==> config.mk <==
export PLATFORM = sky130hd
export DESIGN_NAME = beat_sequencer
export DESIGN_NICKNAME = d
export VERILOG_FILES = /design/src/rtl/beat_sequencer.sv
export SDC_FILE = /design/constraint.sdc
export NUM_CORES = 1
export LEC_CHECK = 0
export CAP_MARGIN = 10
export CORE_UTILIZATION = 57
export CTS_BUF_LIST = sky130_fd_sc_hd__clkbuf_8
export CTS_CLUSTER_DIAMETER = 30
export CTS_CLUSTER_SIZE = 8
export DETAILED_ROUTE_END_ITERATION = 10
export PLACE_DENSITY = 0.84
export SYNTH_ARGS = -nofsm -noshare
export SYNTH_HDL_FRONTEND = slang
export SYNTH_SLANG_ARGS = --single-unit
==> constraint.sdc <==
create_clock -name clk -period 7.7 [get_ports clk]
set_input_delay 1.54 -clock clk [delete_from_list [all_inputs] [get_ports clk]]
set_output_delay 1.54 -clock clk [all_outputs]
set_load 0.03 [all_outputs]
==> src/rtl/beat_sequencer.sv <==
// Drum step scheduler: play/pause/stop FSM, tempo-driven step counter, 8-step pattern per track.
// Step entry appears as registered beat/step_tick/trig one cycle after the deciding edge; no backpressure.
module beat_sequencer #(
  parameter int NUM_TRACKS = 4,
  parameter int STEP_BASE  = 3125000,
  localparam int TW = (NUM_TRACKS > 1) ? $clog2(NUM_TRACKS) : 1,
  localparam int CW = $clog2(STEP_BASE * 16 + 1)
) (
  input  logic                  clk,
  input  logic                  reset,
  input  logic                  start,
  input  logic                  pause,
  input  logic                  stop,
  input  logic [3:0]            tempo,
  input  logic [TW-1:0]         edit_track,
  input  logic [2:0]            edit_step,
  input  logic                  edit_toggle,
  output logic [3:0]            beat,
  output logic                  step_tick,
  output logic [NUM_TRACKS-1:0] trig,
  output logic [7:0]            row_out
);

  typedef enum logic [1:0] {
    ST_STOPPED,
    ST_PLAYING,
    ST_PAUSED
  } state_t;

  state_t                state;
  logic [CW-1:0]         cnt;
  logic [CW-1:0]         period;
  logic [CW-1:0]         period_m1;
  logic [4:0]            mult;
  logic                  step_due;
  logic [2:0]            entry_step;
  logic [NUM_TRACKS-1:0] entry_bits;
  logic [7:0]            pattern [NUM_TRACKS];

  // Period follows tempo combinationally so a tempo change applies on the very next edge.
  assign mult      = 5'd16 - {1'b0, tempo};
  assign period    = CW'(STEP_BASE) * CW'(mult);
  assign period_m1 = period - CW'(1);
  assign step_due  = (cnt >= period_m1);

  // From STOPPED the entered step is 0; while playing beat is 0..7 so the 3-bit add wraps 7->0.
  assign entry_step = (state == ST_STOPPED) ? 3'd0 : (beat[2:0] + 3'd1);

  always_comb begin
    entry_bits = '0;
    for (int t = 0; t < NUM_TRACKS; t++) begin
      entry_bits[t] = pattern[t][entry_step];
    end
  end

  assign row_out = pattern[edit_track];

  always_ff @(posedge clk) begin
    if (reset) begin
      state     <= ST_STOPPED;
      beat      <= 4'd8;
      cnt       <= '0;
      step_tick <= 1'b0;
      trig      <= '0;
      for (int t = 0; t < NUM_TRACKS; t++) begin
        pattern[t] <= '0;
      end
    end else begin
      step_tick <= 1'b0;
      trig      <= '0;

      // trig above samples the pre-edge pattern, so a coincident toggle never affects it.
      if (edit_toggle) begin
        pattern[edit_track][edit_step] <= ~pattern[edit_track][edit_step];
      end

      case (state)
        ST_STOPPED: begin
          if (start && !stop) begin
            state     <= ST_PLAYING;
            beat      <= 4'd0;
            cnt       <= '0;
            step_tick <= 1'b1;
            trig      <= entry_bits;
          end
        end

        ST_PLAYING: begin
          if (stop) begin
            state <= ST_STOPPED;
            beat  <= 4'd8;
            cnt   <= '0;
          end else if (pause) begin
            state <= ST_PAUSED;
          end else if (step_due) begin
            cnt       <= '0;
            beat      <= {1'b0, entry_step};
            step_tick <= 1'b1;
            trig      <= entry_bits;
          end else begin
            cnt <= cnt + CW'(1);
          end
        end

        ST_PAUSED: begin
          if (stop) begin
            state <= ST_STOPPED;
            beat  <= 4'd8;
            cnt   <= '0;
          end else if (start && !pause) begin
            // The resume cycle counts as play time; an already-due count advances one cycle later.
            state <= ST_PLAYING;
            if (!step_due) begin
              cnt <= cnt + CW'(1);
            end
          end
        end

        default: begin
          state <= ST_STOPPED;
          beat  <= 4'd8;
          cnt   <= '0;
        end
      endcase
    end
  end

endmodule

Yosys cells after proc, flatten, opt, wreduce, memory -nomap -nowiden

Memories as Yosys holds them, arrays and structs flattened.
Cells that the tools add are included.

Bits in writable memories: 32
Memories: 1
Register bits after elaboration: 37
Output and inout port bits: 17
Input bits: 15

Memory list:

| memory  | words | bits a word | read ports | clocked after Yosys merged registers in | wr ports | RTL line | source |
|---|---|---|---|---|---|---|---|
| pattern | 4     | 8           | 5          | 0                                       | 4        | 38       | `logic [7:0] pattern [NUM_TRACKS];` |

Bitwise logic cells: 1
$mul: 1
$add $sub $neg: 4
Multiplexer cells: 51
Equality and inequality tests: 9
Magnitude comparators: 4
Reductions and logical operators: 10

Operator list:

| operator              | count |
|---|---|
| $mux 26               | 7 |
| $pmux 26 s3           | 1 |
| $mux 4                | 9 |
| $add 26x1->26 const B | 1 |
| $ge 26x26->1          | 1 |
| $sub 26x1->26 const B | 1 |
| $mux 8                | 3 |
| $mul 19x5->23 const A | 1 |
| $bmux 1 s3            | 5 |
| $ne 3x3->1 const B    | 5 |
| $mux 1                | 14 |
| $mux 2                | 6 |
| $pmux 4 s3            | 1 |
| $lt 3x4->1 const B    | 2 |
| $pmux 4 s2            | 1 |
| $reduce_and 4->1      | 2 |
| $reduce_or 8->1       | 1 |
| $pmux 2 s3            | 1 |
| $sub 5x4->5 const A   | 1 |
| $add 3x1->3 const B   | 1 |
| $demux 1 s3           | 1 |
| $ge 3x1->1 const B    | 1 |
| $logic_and 1x1->1     | 3 |
| $mux 3                | 1 |
| 9 further kinds       | 10 |

Depth between registers and ports, before layout

Gate-level depths: netlist of the first run.

Depth after elaboration: 8
Mapped depth: 29
Gate-level depth less buffers: 27

Worst setup path after synthesis of the first run

No wires, ideal clock.

Path kind: input port to flip-flop
Start point: in tempo[0]
End point: reg cnt[3]
Path slack: -273 ps
Cell stages on the path: 27
Required time: 7585 ps
Arrival: 7858 ps
Path through: inv_1 -> ha_1 -> xnor2_1 -> inv_1 -> fa_1 -> inv_1 -> ha_1 -> fa_1 -> ha_1 -> nand3_1 -> o2111ai_1 -> xnor2_1 -> nor3b_1 -> nand3_1 -> a2111oi_0 -> xnor2_1 -> ha_1 -> nand4_1 -> or4_1 -> a311o_1 -> o21ai_1 -> nor2_2 -> a211oi_2 -> a211o_1 -> buf_2 -> buf_4 -> nor2_1

Cells in the longest elaborated chain, start to end: 8

RTL lines:

| element              | RTL line | source |
|---|---|---|
| from (decl)          | 14       | `input logic [3:0] tempo,` |
| $sub 5x4->5 (*)      | 41       | `assign mult = 5'd16 - {1'b0, tempo};` |
| $mul 19x5->23 (*)    | 42       | `assign period = CW'(STEP_BASE) * CW'(mult);` |
| $sub 26x1->26 (*)    | 43       | `assign period_m1 = period - CW'(1);` |
| $ge 26x26->1 (*)     | 44       | `assign step_due = (cnt >= period_m1);` |
| $mux 26              | 95       | `end else if (step_due) begin` |
| $mux 26              | 93       | `end else if (pause) begin` |
| $mux 26              | 89       | `if (stop) begin` |
| $pmux 26 s3          | 77       | `case (state)` |
| to (signal assigned) | 101      | `cnt <= cnt + CW'(1);` |
| to (signal assigned) | 114      | `cnt <= cnt + CW'(1);` |
| to (decl)            | 31       | `logic [CW-1:0] cnt;` |

Mark *: on every way between the ends. The rest lies on a longest branch, timed or not. The select of a mux whose other input is x is not followed.
A chain may end at the register's enable or synchronous reset.

Worst setup path after layout of the first run

Start point: in tempo[0]
End point: reg cnt[23]

The elaborated chain is that of the path after synthesis.

==> run metrics, run 1 <==
Total Routing Usage GR=0.323; clock slew at reported path FFs=0.09 ns; Yosys cell types=59; HP Class=flip-flop to flip-flop; CP dominant cell by count=buf_4; Final HPWL DP=11.3 mm; placed cells=801; ys async rst share=0; GRT overflow=0; final hold vios=0; Post-synth EDFFs=32; FF-to-FF End=pattern[0][2]; Period minus WS final=7.83 ns; Worst setup EP type=flip-flop; CP startpoint=tempo[0]; Synth Flop Type=dfxtp_1; cell area after synthesis=5650 um2; PD cells=270 nW/um2; worst-margin pin slew=0.868 ns; Max VDD drop=0.249 mV; vias in the first global route=5,241; Clock Tree Buf Depth=2; Yosys warning count=0; Post-Syn Nets=684; number of buffers added on ports=31; std cell rows=35; Worst path max stage delay=0.58 ns; Post-Synthesis Cells=585; setup TNS=-1.04 ns; Worst R2R Start=pattern[0][0]; drt drc=0; sequential area share after synthesis=0.301; # clock sinks=69; number of CTS-inserted buffers=9; RePlAce Congestion=0.902; Worst Reg-to-Reg Cells=6; non-filler cells, final=827; sw frac=0.404; #FFs+latches synth=69; Final #Nets=792; Fmax=128 MHz; hold_buf cts=0; crit path kind=primary input to flip-flop; Clock power frac=0.177; Clock Skews=0.0111 ns; CP Max Fanout=4; layout cells sized above 1=0.256; logic gate share of total power=0.616; # IOs=32; slowest cell on the critical path=fa_2; antenna violations before repair=0; drt wl/cell=21.2 um; Die Area=10,300 um2; part of the power in registers=0.207; Initial Util=0.601; critical path startpoint category=primary input; drt total wl=17.5 mm; ANT nets after route=0; height of the die=102 um; Pint=0.00117 W; slew margin rel.=0.421; Worst Hold Launch=beat[1]; ratio of final minimum period to clock period=1.02; Die X=102 um; DR vias=5,430; DR pass1 iterations=5; Final Setup Violations=19; Register Area=1700 um2; Worst Path Required=7.94 ns; Critical Path AT=8.07 ns; Fillers=516; Area growth, synth to finish=29.0%; final slew viol count=0; CP endpoint=cnt[23]; ANT cells=0; Core Box Area=9420 um2; initial DRC count=532; first-pass GRT wire length=25.7 mm; largest net degree at the start of global routing=42; TritonCTS clock tree=done; R2R setup slack=4.67 ns; Sw Pwr=0.000795 W; failing checks=negative setup slack; via/cell ratio=6.57; max_cap viols=0; H-tree level count=3; Multi-input gate area=4070 um2; status=finished, violations left; Leak=3.02 nW; PnR worst setup slack=-0.127 ns; root buf cell=clkbuf_8; syn avg cell area=9.67 um2; Skew-Pair Late Insertion Delay=0.35 ns
logic make-up (layout without fill, tap and decap cells):
family | count (synthesis) | after routing | share of synthesized area
buffers and inverters | 59 | 172 | 0.0427
DFF | 69 | 69 | 0.301
AOI/OAI and AO/OA | 122 | 122 | 0.150
xor gates and xnor gates | 52 | 52 | 0.0805
and+or+nand+nor | 183 | 183 | 0.158
adders and majority gates | 84 | 84 | 0.208
muxes | 16 | 16 | 0.0593
power by group through the flow:
stage                     Clock (W)  Sequential (W)  Combinational (W)
after floorplan                   0        0.000415           0.000522
after global placement            0        0.000413           0.000834
after detailed placement          0        0.000415           0.000892
after CTS                  0.000344        0.000407           0.000985
after global routing       0.000362        0.000408            0.00128
final                      0.000349        0.000408            0.00121
registers in the layout (all words and copies together), names as in the netlist:
signal     cells
trig           4
beat           4
pattern       32
state          2
step_tick      1
cnt           26
metrics by stage:
step | worst slack, ns | instance area [um2] | util | total power, W | hold WS, ns
after floorplan | 0.0115 | 5700 | - | 0.000937 | 0.485
after global placement | -0.401 | 6660 | 0.707 | 0.00125 | 0.450
after detailed placement | -0.714 | 6660 | 0.707 | 0.00131 | 0.487
after CTS | 0.0235 | 7030 | 0.747 | 0.00174 | 0.500
after global routing | -0.361 | 7290 | 0.775 | 0.00205 | 0.515
final | -0.127 | 7290 | 0.775 | 0.00197 | 0.502
critical path, delay by kind of cell:
kind / cells / cell delay, ns
compound gates: 4 / 0.80
simple gates: 8 / 1.53
xor+xnor: 4 / 0.88
fa+ha+maj: 6 / 2.11
buf+inv: 9 / 1.20
metal layers:
| metal | track usage | vias up | wire length [um] |
|---|---|---|---|
| met3 | 0.0711 | 125 | 1890 |
| met2 | 0.558 | 440 | 8380 |
| met5 | 0 | - | 0 |
| met1 | 0.385 | 2546 | 6240 |
| li1 | - | 2319 | - |
| met4 | 0.145 | 0 | 996 |
synthesized netlist by cell type (2+ instances only):
cell | instances | area share
mux2i_1 | 2 | 0.0035
nor2_1 | 77 | 0.051
edfxtp_1 | 32 | 0.17
nor2b_1 | 10 | 0.011
o21ai_0 | 16 | 0.014
clkbuf_1 | 9 | 0.0060
a21o_1 | 8 | 0.011
a31oi_1 | 5 | 0.0055
o2bb2ai_1 | 2 | 0.0031
o2111ai_1 | 3 | 0.0046
o211ai_1 | 2 | 0.0027
nor3b_1 | 3 | 0.0040
a211oi_1 | 3 | 0.0040
buf_4 | 3 | 0.0040
nand3_1 | 15 | 0.013
fa_1 | 17 | 0.060
inv_1 | 42 | 0.028
nand3_2 | 2 | 0.0035
nand2_1 | 26 | 0.017
xor2_1 | 35 | 0.054
ha_1 | 67 | 0.15
nor3_1 | 6 | 0.0053
mux4_2 | 14 | 0.056
and3_1 | 2 | 0.0022
buf_1 | 2 | 0.0013
nand4_1 | 12 | 0.013
nor2_2 | 9 | 0.010
nand2b_1 | 5 | 0.0055
a21oi_1 | 31 | 0.027
dfxtp_1 | 37 | 0.13
xnor2_1 | 17 | 0.026
nand3b_1 | 2 | 0.0027
a211o_1 | 3 | 0.0046
a221oi_1 | 9 | 0.014
and4_1 | 7 | 0.011
o21bai_1 | 25 | 0.033
or3_1 | 3 | 0.0033
what timing repair did:
action	in CTS	in global routing
buffers inserted	6	4
pin swaps	21	30
hold endpoints to repair	0	0
setup endpoints to repair	35	35
gates resized for setup	22	41
how the worst min path moves through the flow:
stage | to | slack, ns | cells after the start
CTS | beat[1] | 0.50 | 1
global route | beat[3] | 0.51 | 2
floorplan | cnt[25] | 0.49 | 2
detailed placement | beat[1] | 0.49 | 1
global placement | beat[3] | 0.45 | 2
finish | beat[1] | 0.50 | 1
layout make-up:
cell class / count / share of cell area
Clock inverter: 7 / 0.0144
Sequential cell: 69 / 0.233
Tap cell: 129 / 0.0221
Timing Repair Buffer: 113 / 0.132
Multi-Input combinational cell: 457 / 0.558
Inverter: 43 / 0.0226
Clock buffer: 9 / 0.0170
layout by cell type (no fill, tap or decap), types with 7 or more instances in the layout:
cell,instances
clkbuf_8,9
nor2b_1,10
a21oi_1,25
ha_4,10
a21o_1,8
edfxtp_1,32
nand4_1,12
nor2_1,74
clkdlybuf4s50_1,27
nor2_2,12
a221oi_1,8
xnor2_1,11
xor2_1,33
fa_1,12
nand3_1,13
nand2_1,26
mux4_2,14
and4_1,7
o21ai_0,11
ha_1,56
buf_4,79
dfxtp_1,37
inv_1,40
o21bai_1,25
(Power assumes the default switching activity.)
==> run 2, diff against run 1 <==
ABC_CLOCK_PERIOD_IN_PS = 7700   (was default)
==> results of run 2 <==
No change in the layout: final DEF, timing and power equal those of run 1.
